===== config.mk =====
export PLATFORM = sky130hd
export DESIGN_NAME = k2_branch_sequencer
export DESIGN_NICKNAME = d
export VERILOG_FILES = /design/src/rtl/k2_pkg.sv /design/src/rtl/k2_sat_counter.sv /design/src/rtl/k2_branch_sequencer.sv
export SDC_FILE = /design/constraint.sdc
export NUM_CORES = 1
export LEC_CHECK = 0
export CAP_MARGIN = 20
export CORE_UTILIZATION = 40
export DETAILED_ROUTE_END_ITERATION = 10
export GPL_ROUTABILITY_DRIVEN = 0
export PLACE_DENSITY = 0.74
export SLEW_MARGIN = 15
export SYNTH_ARGS = -nofsm -noshare
export SYNTH_HDL_FRONTEND = slang
export SYNTH_HIERARCHICAL = 1
export SYNTH_SLANG_ARGS = --single-unit

===== constraint.sdc =====
create_clock -name clk -period 1.5 [get_ports clk]
set_input_delay 0.3 -clock clk [delete_from_list [all_inputs] [get_ports clk]]
set_output_delay 0.3 -clock clk [all_outputs]
set_load 0.02 [all_outputs]

===== src/rtl/k2_pkg.sv =====
// k2_pkg: shared types and defaults for the K2 branch sequencer
package k2_pkg;
    typedef enum logic {PH_S0, PH_S1} k2_phase_t;
    localparam int K2_PC_W_DEF    = 4;
    localparam int K2_COUNT_W_DEF = 8;
endpackage


===== src/rtl/k2_sat_counter.sv =====
// k2_sat_counter: saturating up-counter with hold and sync active-low reset
module k2_sat_counter #(
    parameter int WIDTH = 8
) (
    input  logic             clk,
    input  logic             reset_n,
    input  logic             inc,
    input  logic             hold,
    output logic [WIDTH-1:0] count
);
    logic [WIDTH-1:0] count_q, count_d;
    always_comb count_d = (!hold && inc && count_q != '1) ? count_q + 1'b1 : count_q;
    always_ff @(posedge clk) count_q <= !reset_n ? '0 : count_d;
    assign count = count_q;
endmodule


===== src/rtl/k2_branch_sequencer.sv =====
// k2_branch_sequencer: flag register, two-phase FSM and PC redirected by jcf
module k2_branch_sequencer
    import k2_pkg::*;
#(
    parameter int PC_W    = K2_PC_W_DEF,
    parameter int COUNT_W = K2_COUNT_W_DEF
) (
    input  logic               clk,
    input  logic               reset_n,
    input  logic               stall,
    input  logic               instr_j,
    input  logic               instr_c,
    input  logic [PC_W-1:0]    imm,
    input  logic               flag_we,
    input  logic               zf_in,
    input  logic               cf_in,
    input  logic               jcf,
    output logic               zf,
    output logic               cf,
    output logic               s_reg,
    output logic [PC_W-1:0]    pc,
    output logic               taken,
    output logic               halted,
    output logic [COUNT_W-1:0] jump_count
);
    k2_phase_t       phase_q, phase_d;
    logic [PC_W-1:0] pc_q, pc_d;
    logic            zf_q, zf_d, cf_q, cf_d, taken_q, taken_d, halted_q, halted_d;
    logic            hold, jump, enter_s1, advance;
    always_comb begin
        hold     = stall || halted_q;
        jump     = !hold && phase_q == PH_S0 && jcf;
        enter_s1 = !hold && phase_q == PH_S0 && !jcf && instr_j && instr_c;
        advance  = !hold && !jump && !enter_s1;
        pc_d     = jump ? imm : advance ? pc_q + 1'b1 : pc_q;
        phase_d  = hold ? phase_q : enter_s1 ? PH_S1 : PH_S0;
        zf_d     = (!hold && flag_we) ? zf_in : zf_q;
        cf_d     = (!hold && flag_we) ? cf_in : cf_q;
        taken_d  = jump;
        halted_d = halted_q || (jump && imm == pc_q);
    end
    always_ff @(posedge clk) begin
        if (!reset_n) begin
            phase_q  <= PH_S0;
            pc_q     <= '0;
            zf_q     <= 1'b0;
            cf_q     <= 1'b0;
            taken_q  <= 1'b0;
            halted_q <= 1'b0;
        end else begin
            phase_q  <= phase_d;
            pc_q     <= pc_d;
            zf_q     <= zf_d;
            cf_q     <= cf_d;
            taken_q  <= taken_d;
            halted_q <= halted_d;
        end
    end
    k2_sat_counter #(.WIDTH(COUNT_W)) u_cnt (
        .clk    (clk),
        .reset_n(reset_n),
        .inc    (jump),
        .hold   (hold),
        .count  (jump_count)
    );
    assign zf     = zf_q;
    assign cf     = cf_q;
    assign s_reg  = (phase_q == PH_S1);
    assign pc     = pc_q;
    assign taken  = taken_q;
    assign halted = halted_q;
endmodule

==> results.toml, run 1 <==
[outcome]
outcome = "finished with violations"
violations = "negative setup slack"

[setup_path]
worst_path_dominant_cell_family = "simple AND/OR/NAND/NOR gates"
slowest_stage = "or4_1"
crit_fanout = 4
critical_path.cell_chain = "nor2_4 > nand2_2 > inv_2 > nor2b_4 > nand4_4 > or4_1 > a21boi_1"
worst_setup_path_end_kind = "flip-flop"
critical-path-max-stage-delay_ps = 410
crit_path_start_kind = "flip-flop"
arrival_ps = 1800
critical_path.n_buffers_inverters = 1
worstPathRequired_ps = 1740
timing.setup.critical_path_class = "flip-flop to flip-flop"

[routing]
drt-initial-drc-count = 14
routedWlPerCell_um = 14.5
drt_pre_antenna_iters = 4
drc = 0
via_count = 1000
route.detailed.vias_per_inst = 5.46
wl_um = 2660
postRouteAntennaNets = 0

[global_route]
global_route.overflow_total = 0
grtUsageTotal = 0.241
first_global_vias = 998
number_of_antenna_violations_at_the_first_check_in_global_routing = 0
use_met2 = 0.431
grt_use_met1 = 0.273
grt_use_met3 = 0.0606
grt_first_pass_wirelength_um = 4560
busiest_layer = "met2"
largest_net_degree_at_the_start_of_global_routing = 11

[placement]
dp_hpwl_um = 1860
port_buffers = 29
post-place-ws_ps = -513
placed_instances = 173

[floorplan]
num_io_pins = 30
die_x_um = 50.3
effective_utilization_at_floorplan = 0.423
dieHeight_um = 50.3
core_area_sq_um = 2210
core.rowCount = 17
floorplan.die_area_sq_um = 2530

[timing]
fmax_ghz = 0.641
post-route-worst-setup-slack_ps = -59.3
fin_crit_sh = 1.04
setup_viol = 3
hold_viol_final = 0
worst-slew-pin-transition_ps = 518
final-max-slew-violation-count = 0
fin_worst_skew_ps = 11.7
remaining_max_slew_budget_at_the_tightest_pin = 0.652
rsz0062_at_grt = "true"
hold_slack_ps = 478
timing.final.crit_period_ps = 1560

[clock_network]
cts_buffers = 3
clk-insertion-delay-late_ps = 300
cts_max_level = 1
clkTransAtPathRegs_ps = 110
tritoncts = "yes"
clock_sinks = 17
max-clock-path-buffers = 2
clockRootBuffer = "clkbuf_4"

[yosys]
number_of_distinct_library_cells_after_synthesis = 44
syn-num-nets = 118
yosysWarningCount = 6
synth_seq_cells = 17
ffs_w_async_s_r_synth = 0
synth_flop_cell = "dfxtp_1"
synth_area_sq_um = 935
synth_sequential_area_ratio = 0.364
syn_area_per_cell_sq_um = 9.07
syn_inst = 103
synth-edff-count = 0

[pwr]
p_int_mw = 0.679
total_switching_power_mw = 0.274
swShare = 0.288
leakagePower_nw = 0.674
clkPwrFrac = 0.265
power_per_cell_area_nw_per_um2 = 657
comb_power_share = 0.230
seq_power_share = 0.505
peakVddDrop_uv = 608

[final_layout]
mostFrequentLayoutCell = "buf_4"
nNetsFinal = 171
mostFrequentLayoutCells = "buf_4, dlygate4sd2_1, dfxtp_1, nand2_1, clkdlybuf4s50_1"
max_ffs_per_register = 8
final_layout_size_suffix_gt1_frac = 0.329
antenna_cells_inserted = 0
finish.utilization = 0.656
final-instance-count-excl-fill = 183
areaGrowthSynthToFinish_pct = 55.2

[hold_path]
worst_hold_path_type = "flip-flop to flip-flop"

[job]
maxCapViolations = 0
-- cells by family (layout without fill, tap and decap cells) --
| kind of cell | count (synthesis) | in the layout | share of synthesized area |
|---|---|---|---|
| adder cells (fa/ha/maj) | 2 | 2 | 0.0268 |
| buffers and inverters | 4 | 56 | 0.0254 |
| AO/OA/AOI/OAI | 26 | 26 | 0.210 |
| AND/OR/NAND/NOR | 49 | 49 | 0.327 |
| XOR/XNOR | 5 | 5 | 0.0469 |
| flip-flops | 17 | 17 | 0.364 |
-- metal layers --
metal / wire length, um / vias to the layer above
met2: 1380 / 27
li1: - / 487
met3: 121 / 8
met4: 66 / 0
met1: 1100 / 478
met5: 0 / -
-- layout make-up --
cell class / count / area [sq um]
Fill cell: 204 / 762
Tap cell: 28 / 35.0
Clock inverter: 1 / 5.00
Timing Repair Buffer: 50 / 428
Clock buffer: 3 / 22.5
Multi-Input combinational cell: 82 / 604
Inverter: 2 / 7.51
Sequential cell: 17 / 348
-- stage by stage --
step	instance area [sq um]	power, mW	setup TNS (ps)
after global routing	1450	0.997	-388
after detailed placement	1360	0.701	-3730
after global placement	1360	0.695	-3160
after CTS	1440	0.951	-36.4
final	1450	0.953	-130
after floorplan	942	0.589	-157
-- what timing repair did --
action	in CTS	in global routing
resized for setup	24	7
buffers inserted	6	0
hold buffers	0	0
endpoints found under the setup margin	23	11
pin swaps	0	7
-- power by group through the flow --
| stage | Combinational (mW) | Clock [mW] | Sequential (mW) |
|---|---|---|---|
| floorplan | 0.0752 | 0 | 0.514 |
| global placement | 0.205 | 0 | 0.490 |
| detailed placement | 0.209 | 0 | 0.492 |
| CTS | 0.213 | 0.257 | 0.482 |
| global route | 0.237 | 0.276 | 0.484 |
| finish | 0.219 | 0.253 | 0.481 |
-- path summary, 6_finish.rpt --
kind                          start                     endpoint  slack (ps)  depth (start not counted)
setup / recovery  halted$_SDFF_PN0_  u_cnt/count[5]$_SDFFE_PN0P_         -60                          7
setup reg to reg  halted$_SDFF_PN0_  u_cnt/count[5]$_SDFFE_PN0P_         -60                          7
hold reg to reg     zf$_SDFFE_PN0P_              zf$_SDFFE_PN0P_         480                          2
hold / removal      zf$_SDFFE_PN0P_              zf$_SDFFE_PN0P_         480                          2
-- synth_stat cells, drive strengths merged, types with 2 or more instances --
cell type  count  area share
dfxtp         17        0.36
inv            2      0.0080
xor2           4       0.037
ha             2       0.027
nand3         10       0.059
nor2b          2       0.021
a21oi          6       0.032
o31ai          4       0.032
nor2           8       0.043
o21ai          4       0.025
and2           2       0.013
nand2         13       0.055
buf            2       0.017
a21boi         3       0.024
nand4          4       0.050
o211ai         2       0.016
and3           2       0.019
-- worst reg2reg max path, cell delays in order, from the launching register on --
cell and delay [ps]:
dfxtp_4 370, nor2_4 150, nand2_2 80, inv_2 70, nor2b_4 160, nand4_4 110, or4_1 410, a21boi_1 140
Note: power is estimated with default switching activity, not from simulation.
==> run 2: changes to the inputs <==
--- a/config.mk
+++ b/config.mk
@@ -6,10 +6,12 @@
 export NUM_CORES = 1
 export LEC_CHECK = 0
 export CAP_MARGIN = 20
-export CORE_UTILIZATION = 40
+export CELL_PAD_IN_SITES_DETAIL_PLACEMENT = 1
+export CELL_PAD_IN_SITES_GLOBAL_PLACEMENT = 1
+export CORE_UTILIZATION = 30
 export DETAILED_ROUTE_END_ITERATION = 10
 export GPL_ROUTABILITY_DRIVEN = 0
-export PLACE_DENSITY = 0.74
+export PLACE_DENSITY_LB_ADDON = 0.25
 export SLEW_MARGIN = 15
 export SYNTH_ARGS = -nofsm -noshare
 export SYNTH_HDL_FRONTEND = slang
==> run 2 against run 1 <==
The run ends with design-rule violations left; first-iteration DRC count up 57%; largest cell class unchanged; clock skew shrank 6.0 ps; critical path type unchanged; critical path depth unchanged; hold slack worse by 13 ps.
==> results.toml, run 2 (synthesis results as in run 1) <==
[outcome]
outcome = "finished with violations"
violations = "design-rule violations"

[timing]
worst-slew-pin-transition_ps = 278
remaining_max_slew_budget_at_the_tightest_pin = 0.814
timing.final.crit_period_ps = 1490
hold_viol_final = 0
post-route-worst-setup-slack_ps = 10.3
hold_slack_ps = 465
rsz0062_at_grt = "true"
fin_worst_skew_ps = 5.64
final-max-slew-violation-count = 0
fin_crit_sh = 0.993
setup_viol = 0
final.setup.tns_ps = 0
fmax_ghz = 0.671

[clock_network]
clk-insertion-delay-late_ps = 290
tritoncts = "yes"
max-clock-path-buffers = 2
clock_sinks = 17
clkTransAtPathRegs_ps = 100
cts_buffers = 3
cts_max_level = 1
clockRootBuffer = "clkbuf_4"

[pwr]
p_total_mw = 0.953
leakagePower_nw = 0.663
power_per_cell_area_nw_per_um2 = 670
peakVddDrop_uv = 316

[hold_path]
number_of_cells_on_the_worst_hold_path = 2
worst_hold_path_type = "flip-flop to flip-flop"

[setup_path]
critical_path.n_buffers_inverters = 1
critical-path-max-stage-delay_ps = 400
worstPathRequired_ps = 1730
worst_path_dominant_cell_family = "simple AND/OR/NAND/NOR gates"
arrival_ps = 1720
critical_path.cell_chain = "nor2_4 > nand2_2 > inv_2 > nor2b_4 > nand4_4 > or4_1 > a21boi_1"
crit_path_start_kind = "flip-flop"
worst_r2r_path_depth = 7
crit_fanout = 4
number_of_cells_on_the_critical_path = 7
timing.setup.critical_path_class = "flip-flop to flip-flop"
worst_setup_path_end_kind = "flip-flop"
slowest_stage = "or4_1"

[global_route]
grt_first_pass_wirelength_um = 4460
number_of_antenna_violations_at_the_first_check_in_global_routing = 0
largest_net_degree_at_the_start_of_global_routing = 11
first_global_vias = 963
global_route.overflow_total = 0
grtUsageTotal = 0.171

[placement]
post-place-ws_ps = -518
place_area_sq_um = 1400
port_buffers = 29
dp_hpwl_um = 2090
placed_instances = 180

[final_layout]
mostFrequentLayoutCell = "buf_4"
final-instance-count-excl-fill = 185
finish.utilization = 0.498
max_ffs_per_register = 8
areaGrowthSynthToFinish_pct = 52.1
n_fill_cell = 343
multi_input_area_sq_um = 586
final-seq-area_sq_um = 347
antenna_cells_inserted = 0
nNetsFinal = 170
mostFrequentLayoutCells = "buf_4, dlygate4sd2_1, dfxtp_1, nand2_1, clkdlybuf4s50_1"
finish.instance_area_sq_um = 1420
final_layout_size_suffix_gt1_frac = 0.286

[floorplan]
effective_utilization_at_floorplan = 0.328
dieHeight_um = 57.8
core.rowCount = 19
floorplan.die_area_sq_um = 3340
die_x_um = 57.8
num_io_pins = 30
core_area_sq_um = 2850

[routing]
postRouteAntennaNets = 0
drc = 2
wl_um = 2590
route.detailed.vias_per_inst = 5.09
drt_pre_antenna_iters = 7
via_count = 942
drt-initial-drc-count = 22
routedWlPerCell_um = 14.0

[job]
maxCapViolations = 0
run 2: report_power, final:
part           internal, mW  switching [mW]
combinational         0.111           0.103
sequential            0.466          0.0122
clock                 0.103           0.157
run 2: tightest hold or removal path, delay by kind of cell, from the launching register on:
kind               cells  cell delay, ps
AOI/OAI and AO/OA      1              60
and+or+nand+nor        1              40
DFF                    1             320
run 2: final timing paths:
| path | from | to | slack, ps |
|---|---|---|---|
| max | halted$_SDFF_PN0_ | u_cnt/count[5]$_SDFFE_PN0P_ | 10 |
| min | cf$_SDFFE_PN0P_ | cf$_SDFFE_PN0P_ | 470 |
| max reg2reg | halted$_SDFF_PN0_ | u_cnt/count[5]$_SDFFE_PN0P_ | 10 |
| min reg2reg | cf$_SDFFE_PN0P_ | cf$_SDFFE_PN0P_ | 470 |
run 2: layout make-up:
type,count,share of cell area
Inverter,2,0.00528
Multi-Input combinational cell,82,0.412
Clock buffer,4,0.0185
Timing Repair Buffer,49,0.293
Tap cell,31,0.0273
Sequential cell,17,0.244
run 2: repair_timing:
action,CTS,global route
hold buffers,0,0
pin swaps,2,1
buffers inserted,0,1
setup endpoints to repair,24,7
gates resized for setup,23,1
run 2: metal layers:
layer  routed length (um)  vias up  global-route usage  share of wire
met4                   33        0              0.0510          0.013
li1                     -      488                   -              -
met5                    0        -                   0              0
met1                 1280      434               0.237           0.49
met2                 1200       16               0.273           0.46
met3                   73        4              0.0268          0.028
